`config.mk`:
```
export PLATFORM = sky130hd
export DESIGN_NAME = rr_arb_mux_flat
export DESIGN_NICKNAME = d
export VERILOG_FILES = /design/src/rtl/rr_arb_mux_if.sv /design/src/rtl/rr_arb_mux.sv /design/src/flat_wrapper.sv
export SDC_FILE = /design/constraint.sdc
export NUM_CORES = 1
export LEC_CHECK = 0
export CORE_MARGIN = 2
export CORE_UTILIZATION = 33
export CTS_BUF_LIST = sky130_fd_sc_hd__clkbuf_16
export DETAILED_ROUTE_END_ITERATION = 10
export PLACE_DENSITY = 0.81
export SYNTH_ARGS = -nofsm -noshare
export SYNTH_HDL_FRONTEND = slang
export SYNTH_SLANG_ARGS = --single-unit
export TNS_END_PERCENT = 50
```
`constraint.sdc`:
```
create_clock -name clk -period 3.75 [get_ports clk]
set_input_delay 0.9375 -clock clk [delete_from_list [all_inputs] [get_ports clk]]
set_output_delay 0.9375 -clock clk [all_outputs]
set_load 0.01 [all_outputs]
```
`src/rtl/rr_arb_mux_if.sv`:
```
// Handshake bundle between N producers and one consumer around rr_arb_mux.
// master = producer/consumer side (the environment), slave = the arbiter.
interface rr_arb_mux_if #(
    parameter int WIDTH = 32,
    parameter int CH    = 4,
    parameter int SELW  = 2
);
    logic [CH-1:0]       in_valid;
    logic [CH*WIDTH-1:0] in_data;
    logic [CH-1:0]       in_ready;
    logic                out_valid;
    logic [WIDTH-1:0]    out_data;
    logic [SELW-1:0]     out_sel;
    logic                out_ready;

    modport master (
        output in_valid, in_data, out_ready,
        input  in_ready, out_valid, out_data, out_sel
    );

    modport slave (
        input  in_valid, in_data, out_ready,
        output in_ready, out_valid, out_data, out_sel
    );
endinterface

```
`src/rtl/rr_arb_mux.sv`:
```
// N-channel arbitrating mux with a single registered output stage.
// Round-robin (MODE=0) or fixed lowest-index priority (MODE=1).
// The grant is recomputed every cycle from in_valid; nothing is latched
// except the output word and the round-robin pointer.
module rr_arb_mux #(
    parameter int WIDTH = 32,
    parameter int CH    = 4,
    parameter int SELW  = 2,
    parameter int MODE  = 0
) (
    input  logic         clk,
    input  logic         reset,
    rr_arb_mux_if.slave  bus
);
    logic [SELW-1:0]  ptr;
    logic [SELW-1:0]  ptr_eff;
    logic [SELW-1:0]  gnt_idx;
    logic             gnt_found;
    logic             accept;
    logic             xfer;
    logic [CH-1:0]    ready_vec;
    logic [WIDTH-1:0] gnt_data;

    logic             out_valid_q;
    logic [WIDTH-1:0] out_data_q;
    logic [SELW-1:0]  out_sel_q;

    // Output register can take a new word when empty or being drained.
    assign accept  = ~out_valid_q | bus.out_ready;
    // Fixed priority always searches from channel 0.
    assign ptr_eff = (MODE == 1) ? '0 : ptr;

    // Grant search: first pass covers ptr..CH-1, second pass wraps to 0..ptr-1.
    always_comb begin
        gnt_found = 1'b0;
        gnt_idx   = '0;
        for (int i = 0; i < CH; i++) begin
            if (!gnt_found && bus.in_valid[i] && (i >= int'(ptr_eff))) begin
                gnt_found = 1'b1;
                gnt_idx   = SELW'(i);
            end
        end
        for (int i = 0; i < CH; i++) begin
            if (!gnt_found && bus.in_valid[i]) begin
                gnt_found = 1'b1;
                gnt_idx   = SELW'(i);
            end
        end
    end

    // One-hot accept to the granted producer; held low during reset.
    always_comb begin
        ready_vec = '0;
        if (gnt_found && accept && !reset) begin
            for (int i = 0; i < CH; i++) begin
                if (gnt_idx == SELW'(i)) ready_vec[i] = 1'b1;
            end
        end
    end

    assign xfer = |ready_vec;

    // Data mux driven only by the granted channel.
    always_comb begin
        gnt_data = '0;
        for (int i = 0; i < CH; i++) begin
            if (gnt_idx == SELW'(i)) gnt_data = bus.in_data[i*WIDTH +: WIDTH];
        end
    end

    // Output stage: load on transfer, clear valid on drain, otherwise hold.
    always_ff @(posedge clk or posedge reset) begin
        if (reset) begin
            out_valid_q <= 1'b0;
            out_data_q  <= '0;
            out_sel_q   <= '0;
        end else if (xfer) begin
            out_valid_q <= 1'b1;
            out_data_q  <= gnt_data;
            out_sel_q   <= gnt_idx;
        end else if (out_valid_q && bus.out_ready) begin
            out_valid_q <= 1'b0;
        end
    end

    // Round-robin pointer moves past the last winner with an explicit wrap
    // so non-power-of-two channel counts never point at a missing channel.
    always_ff @(posedge clk or posedge reset) begin
        if (reset) begin
            ptr <= '0;
        end else if (MODE == 0 && xfer) begin
            if (gnt_idx == SELW'(CH - 1)) ptr <= '0;
            else                          ptr <= gnt_idx + SELW'(1);
        end
    end

    assign bus.in_ready  = ready_vec;
    assign bus.out_valid = out_valid_q;
    assign bus.out_data  = out_data_q;
    assign bus.out_sel   = out_sel_q;
endmodule

```
`src/flat_wrapper.sv`:
```
// flat-port wrapper written by rule: the top's interface ports become plain ports
module rr_arb_mux_flat 
#(
    parameter int WIDTH = 32,
    parameter int CH    = 4,
    parameter int SELW  = 2,
    parameter int MODE  = 0
)
  (clk, reset, bus_in_valid, bus_in_data, bus_out_ready, bus_in_ready, bus_out_valid, bus_out_data, bus_out_sel);
  rr_arb_mux_if #(.WIDTH(WIDTH), .CH(CH), .SELW(SELW)) bus_i ();
  input  logic clk;
  input  logic reset;
  input wire logic [$bits(bus_i.in_valid)-1:0] bus_in_valid;
  input wire logic [$bits(bus_i.in_data)-1:0] bus_in_data;
  input wire logic [$bits(bus_i.out_ready)-1:0] bus_out_ready;
  output wire logic [$bits(bus_i.in_ready)-1:0] bus_in_ready;
  output wire logic [$bits(bus_i.out_valid)-1:0] bus_out_valid;
  output wire logic [$bits(bus_i.out_data)-1:0] bus_out_data;
  output wire logic [$bits(bus_i.out_sel)-1:0] bus_out_sel;
  assign bus_i.in_valid = bus_in_valid;
  assign bus_i.in_data = bus_in_data;
  assign bus_i.out_ready = bus_out_ready;
  assign bus_in_ready = bus_i.in_ready;
  assign bus_out_valid = bus_i.out_valid;
  assign bus_out_data = bus_i.out_data;
  assign bus_out_sel = bus_i.out_sel;
  rr_arb_mux #(.WIDTH(WIDTH), .CH(CH), .SELW(SELW), .MODE(MODE)) u_core (.clk(clk), .reset(reset), .bus(bus_i));
endmodule
```
# Word-level counts from Yosys, hierarchy flattened
# Index checks and enable logic that the tools add are counted.
[op_classes] add_sub_neg=1 magnitude_cmp=3 eq_ne=3 mux=27 bitwise=2 reduce_logical=24
[op_table] op="two-way mux 32 bit" n=4
[op_table] op="two-way mux 1 bit" n=15
[op_table] op="two-way mux 2 bit" n=7
[op_table] op="logical AND 1 bit" n=13
[op_table] op="zero test 1 bit" n=8
[op_table] op="equality test 2 bit (second input constant)" n=2
[op_table] op="greater-or-equal comparator 1 x 2 -> 1 bit (first input constant)" n=2
[op_table] op="two-way mux 4 bit" n=1
[op_table] op="OR reduction 4 bit" n=1
[op_table] op="adder 2 x 1 -> 2 bit (second input constant)" n=1
[op_table] op="equality test 2 x 1 -> 1 bit (second input constant)" n=1
[op_table] op="greater-or-equal comparator 2 bit (first input constant)" n=1
[op_table] op="zero test 2 bit" n=1
[op_table] op="nonzero test 2 bit" n=1
[op_table] op="inverter 1 bit" n=1
[op_table] op="OR 1 bit" n=1
[word_totals] ff_bits=37 inputBits=135 output_inout_bits=39 wordCells=64

# Depth between registers and ports, before layout
[logic_depth] depth_word=31 depth_mapped=12 depth_no_buf=9

# Least setup slack after synthesis
# No wires, ideal clock.
[synth_path] kind="input to output" from="input port bus_in_valid[2]" to="output port bus_in_ready[3]" t_arrival_ns=2.581 required_ns=2.812 path_slack_ns=0.231 stages=7 path_buffers=1 cell_sequence="nor2b_1 o21a_1 nor3_1 ha_1 clkinv_1 clkbuf_1 nor3_1"
[synth_via] elab_chain_len=21 word_cells_on_any_way=29 classes_between="eq/ne (1); mux (14); reduce/logical (14)"
[synth_rtl] element="from (decl)" line="flat_wrapper.sv:13" rtl="input wire logic [$bits(bus_i.in_valid)-1:0] bus_in_valid;"
[synth_rtl] element="logical AND 1 bit (2 in series)" line="rr_arb_mux.sv:38" rtl="if (!gnt_found && bus.in_valid[i] && (i >= int'(ptr_eff))) begin"
[synth_rtl] element="two-way mux 1 bit" line="rr_arb_mux.sv:38"
[synth_rtl] element="zero test 1 bit" line="rr_arb_mux.sv:38"
[synth_rtl] element="logical AND 1 bit" line="rr_arb_mux.sv:38"
[synth_rtl] element="two-way mux 1 bit" line="rr_arb_mux.sv:38"
[synth_rtl] element="zero test 1 bit" line="rr_arb_mux.sv:44" rtl="if (!gnt_found && bus.in_valid[i]) begin"
[synth_rtl] element="logical AND 1 bit" line="rr_arb_mux.sv:44"
[synth_rtl] element="two-way mux 1 bit" line="rr_arb_mux.sv:44"
[synth_rtl] element="(+5 left out)"
[synth_rtl] element="two-way mux 1 bit" line="rr_arb_mux.sv:44"
[synth_rtl] element="zero test 1 bit" line="rr_arb_mux.sv:44"
[synth_rtl] element="logical AND 1 bit" line="rr_arb_mux.sv:44"
[synth_rtl] element="two-way mux 2 bit (*)" line="rr_arb_mux.sv:44"
[synth_rtl] element="via u_core.gnt_idx[0]" line="rr_arb_mux.sv:17" rtl="logic [SELW-1:0] gnt_idx;"
[synth_rtl] element="equality test 2 bit (*)" line="rr_arb_mux.sv:56" rtl="if (gnt_idx == SELW'(i)) ready_vec[i] = 1'b1;"
[synth_rtl] element="two-way mux 1 bit (*)" line="rr_arb_mux.sv:56"
[synth_rtl] element="two-way mux 4 bit (*)" line="rr_arb_mux.sv:54" rtl="if (gnt_found && accept && !reset) begin"
[synth_rtl] element="to (decl)" line="flat_wrapper.sv:16" rtl="output wire logic [$bits(bus_i.in_ready)-1:0] bus_in_ready;"
# The timed path passes the listed nets; every way through them passes the cells marked *.

# Final worst setup path
[layout_path] from="input port bus_in_valid[2]" to="output port bus_in_ready[0]"
[layout_via] elab_chain_len=21 word_cells_on_any_way=29 classes_between="mux (14); reduce/logical (15)"
[layout_rtl] element="logical AND 1 bit (2 in series)" line="rr_arb_mux.sv:38"
[layout_rtl] element="two-way mux 1 bit" line="rr_arb_mux.sv:38"
[layout_rtl] element="zero test 1 bit" line="rr_arb_mux.sv:38"
[layout_rtl] element="logical AND 1 bit" line="rr_arb_mux.sv:38"
[layout_rtl] element="two-way mux 1 bit" line="rr_arb_mux.sv:38"
[layout_rtl] element="zero test 1 bit" line="rr_arb_mux.sv:44"
[layout_rtl] element="logical AND 1 bit" line="rr_arb_mux.sv:44"
[layout_rtl] element="two-way mux 1 bit" line="rr_arb_mux.sv:44"
[layout_rtl] element="(+5 left out)"
[layout_rtl] element="two-way mux 1 bit" line="rr_arb_mux.sv:44"
[layout_rtl] element="zero test 1 bit" line="rr_arb_mux.sv:44"
[layout_rtl] element="logical AND 1 bit" line="rr_arb_mux.sv:44"
[layout_rtl] element="two-way mux 2 bit (*)" line="rr_arb_mux.sv:44"
[layout_rtl] element="via u_core.gnt_idx[0]" line="rr_arb_mux.sv:17"
[layout_rtl] element="zero test 2 bit (*)" line="rr_arb_mux.sv:56"
[layout_rtl] element="two-way mux 1 bit (*)" line="rr_arb_mux.sv:56"
[layout_rtl] element="two-way mux 4 bit (*)" line="rr_arb_mux.sv:54"
# Marked as above.

==> impl_results.html <==
<table>
<tr><th>Metric</th><th>Value</th></tr>
<tr><th colspan="2">Critical path</th></tr>
<tr><td>Setup crit start kind</td><td>primary input</td></tr>
<tr><td>Maximum fanout encountered on the critical timing path</td><td>4</td></tr>
<tr><td>Worst setup EP type</td><td>output pin</td></tr>
<tr><td>Setup Crit Path Kind</td><td>in2out</td></tr>
<tr><td>Worst R2R Setup Slack</td><td>approximately 0.95 ns</td></tr>
<tr><td>Worst EP arrival</td><td>approximately 2.7 ns</td></tr>
<tr><td>Crit path required time</td><td>~2.8 ns</td></tr>
<tr><th colspan="2">Timing</th></tr>
<tr><td>Hold_ws</td><td>about 0.47 ns</td></tr>
<tr><td>Final critical path time including I/O delays and setup</td><td>3.65 ns</td></tr>
<tr><td>Largest clock skew in the final design</td><td>~0.007 ns</td></tr>
<tr><td>Final Max Slew Viols</td><td>0</td></tr>
<tr><td>Worst rel slew slack</td><td>approximately two thirds</td></tr>
<tr><td>Setup repair after global routing missed its margin</td><td>false</td></tr>
<tr><td>Endpoints failing setup</td><td>0</td></tr>
<tr><td>Endpoints failing hold</td><td>0</td></tr>
<tr><td>Share of the clock period used by the worst path</td><td>a little under 100%</td></tr>
<tr><td>Actual transition at the worst max-transition pin</td><td>between 0.4 and 0.5 ns</td></tr>
<tr><td>Peak clock frequency supported by timing</td><td>274 MHz</td></tr>
<tr><th colspan="2">Synthesis</th></tr>
<tr><td>Area fraction of the dominant cell type after synthesis</td><td>approximately 42%</td></tr>
<tr><td>Post-synthesis sequential area ratio</td><td>42.4%</td></tr>
<tr><td>Syn Std Cell Area</td><td>roughly 2200 µm²</td></tr>
<tr><td>Avg Inst Size Synth</td><td>9.45 µm²</td></tr>
<tr><td>Post-Syn Nets</td><td>370</td></tr>
<tr><td>Post-synth cell types</td><td>29</td></tr>
<tr><td>Number of warning messages in the yosys log</td><td>0</td></tr>
<tr><td>Flop and latch count out of synthesis</td><td>37</td></tr>
<tr><td>Library cell occupying the most area in the post-synthesis netlist</td><td>dfrtp_1</td></tr>
<tr><td>Largest cells by area after synthesis</td><td>dfrtp_1 (42%), a221oi_1 (12%), o31ai_1 (11%)</td></tr>
<tr><td>Number of instances in the synthesized netlist</td><td>231</td></tr>
<tr><th colspan="2">GRT</th></tr>
<tr><td>Antenna violations before repair</td><td>0</td></tr>
<tr><td>First-pass GRT wire length</td><td>roughly 13 mm</td></tr>
<tr><td>Grt total ovfl</td><td>0</td></tr>
<tr><td>Tot GR Track Use</td><td>23.2%</td></tr>
<tr><td>Number of global-route vias before repair</td><td>~2700</td></tr>
<tr><td>Pin count of the biggest net entering global routing</td><td>40</td></tr>
<tr><th colspan="2">Clock network</th></tr>
<tr><td>Number of buffers between clock root and the deepest sink</td><td>2</td></tr>
<tr><td>CTS root buffer</td><td>clkbuf_16</td></tr>
<tr><td>Number of hold buffers added after CTS</td><td>0</td></tr>
<tr><td>CTS HTree Levels</td><td>2</td></tr>
<tr><td>TritonCTS Sinks</td><td>37</td></tr>
<tr><td>Post-CTS clock slew at the launch and capture registers of the worst setup and hold paths</td><td>approximately 0.060 ns</td></tr>
<tr><td>Clock Latency Late Sink</td><td>0.28 ns</td></tr>
<tr><td>TritonCTS clock tree</td><td>built</td></tr>
<tr><td>Total clock buffers created by CTS</td><td>5</td></tr>
<tr><th colspan="2">Flow run</th></tr>
<tr><td>Number of violations of the max-capacitance limit</td><td>0</td></tr>
<tr><th colspan="2">Pwr</th></tr>
<tr><td>Power per cell area</td><td>between 700 and 800 nW/µm²</td></tr>
<tr><td>Leakage power summed over all cells</td><td>between 1.5 and 2 nW</td></tr>
<tr><td>Worst VDD drop</td><td>472 µV</td></tr>
<tr><th colspan="2">Floorplanning</th></tr>
<tr><td>Effective utilization at floorplan</td><td>approximately 34%</td></tr>
<tr><td>Die footprint</td><td>between 7000 and 8000 µm²</td></tr>
<tr><td>Total core area</td><td>~6400 µm²</td></tr>
<tr><td>Num ports</td><td>roughly 170</td></tr>
<tr><td>Die extent in y</td><td>between 80 and 90 µm</td></tr>
<tr><td>Std cell rows</td><td>29</td></tr>
<tr><td>Die X-Extent</td><td>85.3 µm</td></tr>
<tr><th colspan="2">Layout</th></tr>
<tr><td>Diode count</td><td>0</td></tr>
<tr><td>Fillers</td><td>535</td></tr>
<tr><td>Fraction of final layout cells sized beyond drive strength 1</td><td>10.0%</td></tr>
<tr><td>Layout overhead on the synthesized area</td><td>96.0%</td></tr>
<tr><td>Nets</td><td>548</td></tr>
<tr><td>Final design instance area without fill</td><td>4280 µm²</td></tr>
<tr><th colspan="2">Min path</th></tr>
<tr><td>Hold/Removal Path Class</td><td>reg2reg</td></tr>
<tr><th colspan="2">Placement</th></tr>
<tr><td>Final HPWL from detailed placement</td><td>6.41 mm</td></tr>
<tr><td>Buffers added on ports</td><td>around 170</td></tr>
<tr><td>Post-place instance area</td><td>4090 µm²</td></tr>
<tr><td>Routability-driven placement congestion ratio</td><td>about 0.76</td></tr>
<tr><th colspan="2">Detailed routing</th></tr>
<tr><td>Overall routed net length</td><td>approximately 8.7 mm</td></tr>
<tr><td>Length of the first detailed-routing pass in iterations</td><td>5</td></tr>
<tr><td>Post-DRT Antenna Nets</td><td>0</td></tr>
<tr><td>Detailed-route via count</td><td>between 2000 and 3000</td></tr>
<tr><td>Final routed DRC violation total</td><td>0</td></tr>
<tr><td>Via-to-Cell Ratio</td><td>5.56</td></tr>
<tr><td>Starting DRC count in detailed routing</td><td>94</td></tr>
<tr><td>Post-detailed-route wirelength per cell</td><td>~18 µm</td></tr>
<tr><th colspan="2">Status</th></tr>
<tr><td>Outcome</td><td>complete, no violations</td></tr>
</table>
## cell usage in the layout, fill, tap and decap left out, types with 2 or more instances in the layout
master	instances
o31ai_1	32
nand2_1	38
a221oi_1	31
buf_4	21
clkbuf_2	2
o21ai_0	2
mux2_4	3
inv_1	2
clkinv_1	2
nor2_1	2
a21oi_1	2
o22ai_1	31
nor2b_1	3
and2_1	3
ha_1	3
dfrtp_1	37
clkdlybuf4s50_1	169
nand2b_1	3
buf_12	2
clkbuf_16	5
bufinv_16	2
## where the power goes
group          internal (mW)  total [mW]  switching [mW]
combinational          0.933        1.83           0.897
clock                  0.380       0.544           0.164
sequential             0.591       0.690          0.0994
total                   1.90        3.06            1.16
## critical path: stages
cell	delay, ns
clkdlybuf4s50_1	0.41
buf_4	0.14
nand2b_1	0.09
a21oi_1	0.10
nor3_2	0.23
buf_4	0.17
inv_1	0.06
ha_1	0.20
and2_1	0.14
clkdlybuf4s15_1	0.23
## area by class of cell
cell class | count | area [µm²] | area share, %
clock inverter | 3 | 65.1 | 1.52
tap | 77 | 96.3 | 2.25
multi-input combinational | 165 | 1130 | 26.5
clock buffer | 5 | 125 | 2.92
inverter | 4 | 15.0 | 0.351
timing repair buffer | 196 | 1920 | 44.8
sequential | 37 | 926 | 21.6
## sequential cells by signal, indices dropped and copies added, names as in the netlist
register and cells:
u_core.bus.out_data 32, u_core.bus.out_sel 2, u_core.bus.out_valid 1, u_core.ptr 2
## metal layers
| layer | up-vias | track usage [%] | wire, µm | part of all wire [%] |
|---|---|---|---|---|
| met3 | 6 | 6.32 | 766 | 8.8 |
| met2 | 144 | 42.3 | 4570 | 53 |
| met1 | 1280 | 27.0 | 3260 | 38 |
| met4 | 0 | 4.76 | 62 | 0.72 |
| li1 | 1280 | - | - | - |
| met5 | - | 0 | 0 | 0 |
## through the flow
step,total power [mW],utilization (%),TNS [ns],std cells,setup slack (ns)
final,3.06,67.0,0,487,0.0957
after global routing,3.28,67.0,0,487,0.00506
after CTS,3.08,67.0,0,486,0.0206
after detailed placement,2.53,64.0,-1.81,478,-0.205
after global placement,2.47,64.0,-0.515,478,-0.163
after floorplan,1.68,-,0,231,0.231
## path summary, 6_finish.rpt
| path | startpoint | endpoint | cells after the start |
|---|---|---|---|
| setup / recovery | bus_in_valid[2] | bus_in_ready[0] | 10 |
| hold / removal | u_core.bus.out_data[26] | u_core.bus.out_data[26] | 2 |
| setup reg to reg | u_core.ptr[0] | u_core.bus.out_data[13] | 11 |
| hold reg to reg | u_core.bus.out_data[26] | u_core.bus.out_data[26] | 2 |
| max in group asynchronous | reset | u_core.bus.out_data[24] | 3 |
| min in group asynchronous | reset | u_core.bus.out_sel[1] | 3 |
## cells by family (layout without fill, tap and decap cells)
family / Yosys count / after routing / synth area share, %
mux: 3 / 3 / 2.06
compound gates: 101 / 101 / 34.4
simple gates: 57 / 57 / 12.0
flops: 37 / 37 / 42.4
buf+inv: 29 / 208 / 6.82
fa+ha+maj: 4 / 4 / 2.29
## timing repair
item / in CTS / in global routing
endpoints found under the setup margin: 4 / 4
buffers inserted: 0 / 1
gates resized for setup: 5 / 6
pin swaps: 1 / 3
## synthesized netlist by cell type
master,count
or2_2,1
clkinv_1,1
dfrtp_1,37
clkbuf_1,16
buf_4,5
a21oi_1,2
o21a_1,1
o32a_1,1
and2_1,3
o21ai_0,2
nand3b_1,1
a221oi_1,31
nor3_1,2
mux2_4,3
nand4bb_1,1
buf_8,1
buf_6,1
nor2_1,2
ha_1,4
nor4_1,1
nand2b_1,3
buf_2,2
nor2b_1,4
o31ai_1,32
nand2_1,38
o22ai_1,31
or4_1,1
inv_1,3
o221ai_1,1
No activity file was read; power rests on OpenSTA's default activity.
